File: config.mk
export PLATFORM = sky130hd
export DESIGN_NAME = gowin_msi_requester
export DESIGN_NICKNAME = d
export VERILOG_FILES = /design/src/rtl/gowin_msi_requester.sv
export SDC_FILE = /design/constraint.sdc
export NUM_CORES = 1
export LEC_CHECK = 0
export CAP_MARGIN = 15
export CORE_AREA = 2 2 62 64
export CTS_BUF_LIST = sky130_fd_sc_hd__clkbuf_8
export DETAILED_ROUTE_END_ITERATION = 16
export DIE_AREA = 0 0 64 66
export GPL_ROUTABILITY_DRIVEN = 0
export PLACE_DENSITY = 0.75
export SYNTH_ARGS = -nofsm -noshare
export SYNTH_HDL_FRONTEND = slang
export SYNTH_SLANG_ARGS = --single-unit
File: constraint.sdc
create_clock -name clk -period 2.4 [get_ports clk]
set_input_delay 0.48 -clock clk [delete_from_list [all_inputs] [get_ports clk]]
set_output_delay 0.48 -clock clk [all_outputs]
set_load 0.02 [all_outputs]
File: src/rtl/gowin_msi_requester.sv
`default_nettype none
// ============================================================================
// gowin_msi_requester: sticky per-vector interrupt capture with round-robin
// MSI issue, ack timeout, back-off and retry-limit drop.
// Revision: 1.0
// ============================================================================
module gowin_msi_requester #(
  parameter int C_NUM_VECTORS = 4,
  parameter int C_ACK_TIMEOUT = 1024,
  parameter int C_BACKOFF     = 16,
  parameter int C_RETRY_LIMIT = 3
) (
  input  logic                     clk,
  input  logic                     rst_n,
  input  logic                     cfg_msi_enable,
  input  logic [C_NUM_VECTORS-1:0] irq_pulse,
  output logic                     msi_en,
  output logic                     msi_req,
  output logic [4:0]               msinum,
  input  logic                     msi_ack,
  output logic [C_NUM_VECTORS-1:0] pending,
  output logic                     irq_dropped,
  output logic                     busy
);

  localparam int C_VEC_W = (C_NUM_VECTORS > 1) ? $clog2(C_NUM_VECTORS) : 1;
  localparam int C_TMO_W = $clog2(C_ACK_TIMEOUT);
  localparam int C_BO_W  = (C_BACKOFF > 1) ? $clog2(C_BACKOFF) : 1;
  localparam int C_RTY_W = $clog2(C_RETRY_LIMIT + 1);

  localparam logic [C_TMO_W-1:0] C_TMO_LAST = C_TMO_W'(C_ACK_TIMEOUT - 1);
  localparam logic [C_BO_W-1:0]  C_BO_LAST  = C_BO_W'(C_BACKOFF - 1);
  localparam logic [C_RTY_W-1:0] C_RTY_LAST = C_RTY_W'(C_RETRY_LIMIT - 1);
  localparam logic [C_VEC_W-1:0] C_VEC_LAST = C_VEC_W'(C_NUM_VECTORS - 1);

  typedef enum logic [1:0] {
    S_IDLE    = 2'd0,
    S_REQ     = 2'd1,
    S_GAP     = 2'd2,
    S_BACKOFF = 2'd3
  } state_t;

  state_t                     state_q, state_d;
  logic [C_NUM_VECTORS-1:0]   pending_q, pending_d;
  logic [C_VEC_W-1:0]         ptr_q, ptr_d;
  logic [C_RTY_W-1:0]         retry_q, retry_d;
  logic [C_TMO_W-1:0]         tmo_q, tmo_d;
  logic [C_BO_W-1:0]          bo_q, bo_d;
  logic [4:0]                 msinum_q, msinum_d;
  logic                       msi_req_q, msi_req_d;
  logic                       msi_en_q, msi_en_d;
  logic                       drop_q, drop_d;
  logic                       cfg_en_q;

  logic                       sel_found;
  logic [C_VEC_W-1:0]         sel_idx;
  logic [C_VEC_W-1:0]         cur_sel;
  logic [C_VEC_W-1:0]         ptr_inc;
  logic                       clr_hit;
  logic [C_NUM_VECTORS-1:0]   clr_mask;

  assign cur_sel = msinum_q[C_VEC_W-1:0];
  assign ptr_inc = (cur_sel == C_VEC_LAST) ? '0 : cur_sel + 1'b1;

  // First pending vector at or after the pointer, wrapping around.
  always_comb begin
    logic [C_VEC_W:0] idx;
    sel_found = 1'b0;
    sel_idx   = '0;
    idx       = '0;
    for (int k = 0; k < C_NUM_VECTORS; k++) begin
      idx = {1'b0, ptr_q} + (C_VEC_W+1)'(k);
      if (idx >= (C_VEC_W+1)'(C_NUM_VECTORS)) begin
        idx = idx - (C_VEC_W+1)'(C_NUM_VECTORS);
      end
      if (!sel_found && pending_q[idx[C_VEC_W-1:0]]) begin
        sel_found = 1'b1;
        sel_idx   = idx[C_VEC_W-1:0];
      end
    end
  end

  always_comb begin
    state_d   = state_q;
    ptr_d     = ptr_q;
    retry_d   = retry_q;
    tmo_d     = tmo_q;
    bo_d      = bo_q;
    msinum_d  = msinum_q;
    msi_req_d = 1'b0;
    drop_d    = 1'b0;
    clr_hit   = 1'b0;
    case (state_q)
      S_IDLE: begin
        if (cfg_en_q && sel_found) begin
          msinum_d  = 5'(sel_idx);
          msi_req_d = 1'b1;
          tmo_d     = '0;
          // Retries count only while the same vector keeps timing out.
          if (sel_idx != cur_sel) begin
            retry_d = '0;
          end
          state_d = S_REQ;
        end
      end
      S_REQ: begin
        msi_req_d = 1'b1;
        if (msi_ack) begin
          clr_hit   = 1'b1;
          ptr_d     = ptr_inc;
          retry_d   = '0;
          msi_req_d = 1'b0;
          state_d   = S_GAP;
        end else if (tmo_q == C_TMO_LAST) begin
          msi_req_d = 1'b0;
          bo_d      = '0;
          state_d   = S_BACKOFF;
          if (retry_q == C_RTY_LAST) begin
            clr_hit = 1'b1;
            drop_d  = 1'b1;
            retry_d = '0;
            ptr_d   = ptr_inc;
          end else begin
            retry_d = retry_q + 1'b1;
          end
        end else begin
          tmo_d = tmo_q + 1'b1;
        end
      end
      S_GAP: begin
        state_d = S_IDLE;
      end
      S_BACKOFF: begin
        if (bo_q == C_BO_LAST) begin
          state_d = S_IDLE;
        end else begin
          bo_d = bo_q + 1'b1;
        end
      end
      default: begin
        state_d = S_IDLE;
      end
    endcase
  end

  // A new pulse wins over a same-cycle clear so the event is not lost.
  always_comb begin
    clr_mask = '0;
    if (clr_hit) begin
      clr_mask[cur_sel] = 1'b1;
    end
    pending_d = (pending_q & ~clr_mask) | irq_pulse;
    msi_en_d  = |pending_q;
  end

  always_ff @(posedge clk or negedge rst_n) begin
    if (!rst_n) begin
      state_q   <= S_IDLE;
      pending_q <= '0;
      ptr_q     <= '0;
      retry_q   <= '0;
      tmo_q     <= '0;
      bo_q      <= '0;
      msinum_q  <= '0;
      msi_req_q <= 1'b0;
      msi_en_q  <= 1'b0;
      drop_q    <= 1'b0;
      cfg_en_q  <= 1'b0;
    end else begin
      state_q   <= state_d;
      pending_q <= pending_d;
      ptr_q     <= ptr_d;
      retry_q   <= retry_d;
      tmo_q     <= tmo_d;
      bo_q      <= bo_d;
      msinum_q  <= msinum_d;
      msi_req_q <= msi_req_d;
      msi_en_q  <= msi_en_d;
      drop_q    <= drop_d;
      cfg_en_q  <= cfg_msi_enable;
    end
  end

  assign msi_en      = msi_en_q;
  assign msi_req     = msi_req_q;
  assign msinum      = msinum_q;
  assign pending     = pending_q;
  assign irq_dropped = drop_q;
  assign busy        = (state_q != S_IDLE);

endmodule
`default_nettype wire

======== Word level (Yosys, flattened, before mapping) ========
Index checks and enable logic that the tools add are counted.
operators by class
  add/sub/neg operators ................... 11
  order comparisons ....................... 10
  eq/ne operators ......................... 16
  mux-type cells .......................... 56
  bitwise operators ....................... 3
  reduce and logical (&&, ||, !) cells .... 21
operator list
  kind                                                                   number
  2-bit 2-to-1 mux                                                       21
  10-bit 2-to-1 mux                                                      3
  10-bit one-hot mux with 2 select lines                                 1
  1-bit 2-to-1 mux                                                       18
  4-bit 2-to-1 mux                                                       4
  2-bit by 3-bit < comparator with 1-bit output (second input constant)  5
  2-bit inequality test (second input constant)                          7
  4-bit AND reduction                                                    3
  10-bit by 1-bit adder with 10-bit output (second input constant)       1
  10-bit == test (second input constant)                                 1
  2-bit nonzero test                                                     5
  3-bit greater-or-equal comparator (second input constant)              3
  1-bit binary-select mux with 2-bit select                              4
  2-bit == test (second input constant)                                  4
  2-bit one-hot mux with 4 select lines                                  1
  4-bit one-hot mux with 2 select lines                                  1
  2-bit by 1-bit subtractor with 2-bit output (second input constant)    4
  2-bit by 2-bit adder with 3-bit output (second input constant)         2
  3-bit AND reduction                                                    2
  1-bit logical AND                                                      5
  2-bit by 1-bit adder with 2-bit output (second input constant)         2
  4-bit by 1-bit adder with 4-bit output (second input constant)         1
  4-bit bitwise AND                                                      1
  4-bit == test (second input constant)                                  1
  other kinds (15)                                                       17
word-level totals
  register bits ........................... 30
  input bits .............................. 8
  output and inout bits ................... 13

======== Logic depth before layout (Yosys ltp) ========
  word-level depth ........................ 18
  gate-level depth with buffers ........... 7
  mapped depth without buffers ............ 6

======== Least setup slack after synthesis ========
OpenSTA, ideal clock, no wires.
  path type ............................... reg-to-reg
  from .................................... reg pending_q[0] (netlist: pending[0])
  to ...................................... reg retry_q[0]
  setup time .............................. 0.110 ns
  arrival time ............................ 1.624 ns
  required time ........................... 2.290 ns
  slack ................................... 0.666 ns
  stages on the path, launching flop included .. 6
  path buffers ............................ 0
  period minus slack after synthesis ...... 1.734 ns
  cell sequence ........................... dfrtp_1 > or4_1 > o21ai_0 > nor3_2 > xnor2_1 > o41ai_1
between the ends
  longest elaborated chain between the ends .. 15
  elaborated cells on any way between the ends .. 27
  those cells by class .................... eq/ne: 3; mux: 16; reduce/logical: 8
ends and longest elaborated chain
  item                                                               line     source
  from (decl)                                                        44       logic [C_NUM_VECTORS-1:0] pending_q, pending_d;
  from (signal assigned)                                             171      pending_q <= pending_d;
  1-bit binary-select mux with 2-bit select                          76       if (!sel_found && pending_q[idx[C_VEC_W-1:0]]) begin
  1-bit 2-to-1 mux (not written as such)                             76
  1-bit 2-to-1 mux                                                   76
  1-bit zero test                                                    76
  1-bit logical AND                                                  76
  1-bit 2-to-1 mux                                                   76
  1-bit zero test                                                    76
  1-bit logical AND                                                  76
  1-bit 2-to-1 mux                                                   76
  1-bit zero test                                                    76
  1-bit logical AND                                                  76
  2-bit 2-to-1 mux / 1-bit 2-to-1 mux (equally long branches)        76
  2-bit inequality test / 1-bit logical AND (equally long branches)  100, 95
  2-bit inequality test (no line)                                    --
  4-bit AND reduction (no line) (*)                                  --
  to (signal assigned)                                               173      retry_q <= retry_d;
  to (decl)                                                          46       logic [C_RTY_W-1:0] retry_q, retry_d;
Every way passes the cells marked *; elsewhere a longest branch is shown, timed or not. The select of a mux whose other input is x is not followed.
A chain may end at the register's enable or synchronous reset.

======== Worst setup path after layout ========
  from .................................... reg state_q[0]
  to ...................................... out busy
between the ends
  longest elaborated chain between the ends .. 1
ends and longest elaborated chain
  item                    line  source
  from (decl)             43    state_t state_q, state_d;
  from (signal assigned)  170   state_q <= state_d;
  2-bit nonzero test      189   assign busy = (state_q != S_IDLE);
  to (decl)               23    output logic busy
No other way between the ends.

==> run_results.csv <==
group,metric,value,unit
yosys,ys_types,49,
routing,first_pass_iters,4,
global_route,grt-ovfl-total,0,
global_route,antenna_found_initial,0,
sta,final_max_slew_viol_count,0,
setup_path,critPathMaxFanout,12,
placement,post-place-cells,230,
yosys,synthArstFlopShare,100.0,%
routing,drt_first_iter_violations,74,
cts,cts_tree,"done",
job,max-cap-violations,0,
setup_path,cp-end-kind,"output pin",
cts,post_cts_resized,0,
setup_path,crit_type,"reg2out",
power,powerDensity,877.8,nW/um2
cts,post_cts_buffers,0,
global_route,grt_pass1_vias,1286,
cts,hold_buffers,0,
layout,synthToLayoutAreaGrowth,16.46,%
cts,clock-sinks,30,
setup_path,cp_top_family,"buffers and inverters",
yosys,syn_inst,167,
layout,layout-drive-gt1-share,14.29,%
sta,maxSlewHeadroom,65.33,%
placement,dpl.hpwl,2452,um
yosys,yosys_register_bits,30,
layout,instances_no_fill,237,
global_route,grt_pass1_wl,5809,um
routing,avgRoutedWirePerCell,14.19,um
global_route,grt_usage,18.12,%
power,power_leakage,0.0008697,uW
worst_hold_path,hp-class,"reg2reg",
yosys,synth_edf_count,0,
sta,min_period,2.172,ns
sta,clock.fmax,460.4,MHz
setup_path,critical_path.max_stage_delay,0.61,ns
cts,cts_buffers,5,
cts,htree_num_levels,2,
layout,final_common_cell,"dfrtp_1",
status,outcome,"completed",
sta,rsz0062_at_grt,"false",
layout,finalNetCount,203,
power,peakVddDrop,463.1,uV
routing,routed_via_density,5.384,
floorplanning,dieHeight,66,um
routing,vias,1276,
cts,clk_pin_slew,0.06,ns
sta,worst_pin_slew,0.5183,ns
setup_path,crit_path_top_delay_cell,"clkdlybuf4s50_1",
routing,totalWireLength,3364,um
setup_path,cp.required,1.92,ns
sta,skew,0.006900,ns
floorplanning,io_pins,21,
floorplanning,die-area,4224,um2
placement,port_buffers,17,
setup_path,start_kind,"flop",
layout,diodes,0,
floorplanning,num_rows,22,
placement,post_dp_cell_area,1898,um2
sta,setup_violations,0,
yosys,syn_area,1695,um2
cts,root_buffer,"clkbuf_8",
layout,final_cell_mix,"30 x dfrtp_1, 20 x nor2_1, 17 x clkdlybuf4s50_1",
floorplanning,die_x,64,um
layout,design_area,1974,um2
sta,tns,0,ns
floorplanning,core,3551,um2
yosys,synth_top_flop_cell,"dfrtp_1",
setup_path,crit_chain,"nor2_1, inv_1, clkdlybuf4s50_1",
cts,clkLatencyLatePin,0.28,ns
floorplanning,start_util,47.74,%
yosys,ys_warn_count,0,
setup_path,critPathArrivalTime,1.69,ns
yosys,ys_seq_area_share,44.28,%
global_route,grt_max_degree,31,
routing,antenna_left,0,
cts,clockBufferDepth,2,
sta,period_share,90.51,%
sta,hold_viol,0,
routing,drc_errors,0,
setup_path,cp_num_buf_inv,2,
yosys,avgSynthCellArea,10.15,um2
[cell type report]
| cell class | count | area [um2] |
|---|---|---|
| Fill cell | 311 | 1577 |
| Multi-Input combinational cell | 120 | 853.3 |
| Sequential cell | 30 | 750.7 |
| Timing Repair Buffer | 19 | 185.2 |
| Clock buffer | 5 | 68.82 |
| Tap cell | 48 | 60.06 |
| Inverter | 13 | 48.80 |
| Clock inverter | 2 | 7.507 |
[Yosys cell counts (3+ instances only)]
library cell | n | area share [%]
dfrtp_1 | 30 | 44
o21ai_0 | 5 | 1.5
ha_1 | 6 | 4.4
o41ai_1 | 3 | 1.6
inv_1 | 13 | 2.9
buf_4 | 3 | 1.3
a21oi_1 | 8 | 2.4
nand2_1 | 7 | 1.6
nor3_1 | 3 | 0.89
nor2_2 | 3 | 1.1
a31oi_1 | 4 | 1.5
nor2_1 | 20 | 4.4
xor2_1 | 9 | 4.6
nand3_1 | 5 | 1.5
o21ai_1 | 6 | 1.8
[final timing paths]
kind	slack [ns]	cells after the start	startpoint	to
max	0.23	3	state_q[0]	busy
min in group asynchronous	0.58	2	rst_n	msinum[0]
max reg2reg	0.48	4	pending[0]	tmo_q[0]
min	0.49	1	retry_q[0]	irq_dropped
max in group asynchronous	1.53	2	rst_n	bo_q[0]
min reg2reg	0.49	1	retry_q[0]	irq_dropped
[power breakdown]
part / internal (uW) / switching (uW)
clock network: 190 / 178
logic: 284 / 357
registers: 594 / 130
total: 1070 / 665
[routing by layer]
layer	part of all wire, %	track usage, %	vias to the layer above
li1	-	-	625
met1	45	21.09	633
met2	51	31.25	14
met3	3.1	5.792	4
met4	1.1	6.522	0
met5	0	0	-
[cells by family after synthesis]
logic type               Yosys count  share of synthesized area [%]
multiplexers                       3                          2.140
AND/OR/NAND/NOR                   60                          20.22
buffers and inverters             19                          5.830
AO/OA/AOI/OAI                     37                          17.20
other                              1                         0.2212
XOR/XNOR                          11                          5.683
flip-flops                        30                          44.28
adder cells (fa/ha/maj)            6                          4.428
[per-stage QoR]
stage	power (uW)	setup slack [ns]	hold slack (ns)	utilization, %
global placement	1343	0.2770	0.4684	53.45
floorplan	1181	0.6660	0.1844	-
detailed placement	1372	0.2552	0.4824	53.45
global route	1848	0.1479	0.5320	55.60
CTS	1744	0.2289	0.4892	55.60
finish	1733	0.2278	0.4857	55.60
[registers in the layout (all words and copies together) (netlist names)]
name	count
tmo_q	10
bo_q	4
pending	4
msinum	2
ptr_q	2
retry_q	2
state_q	2
cfg_en_q	1
irq_dropped	1
msi_en	1
msi_req	1
(Power assumes the default switching activity.)
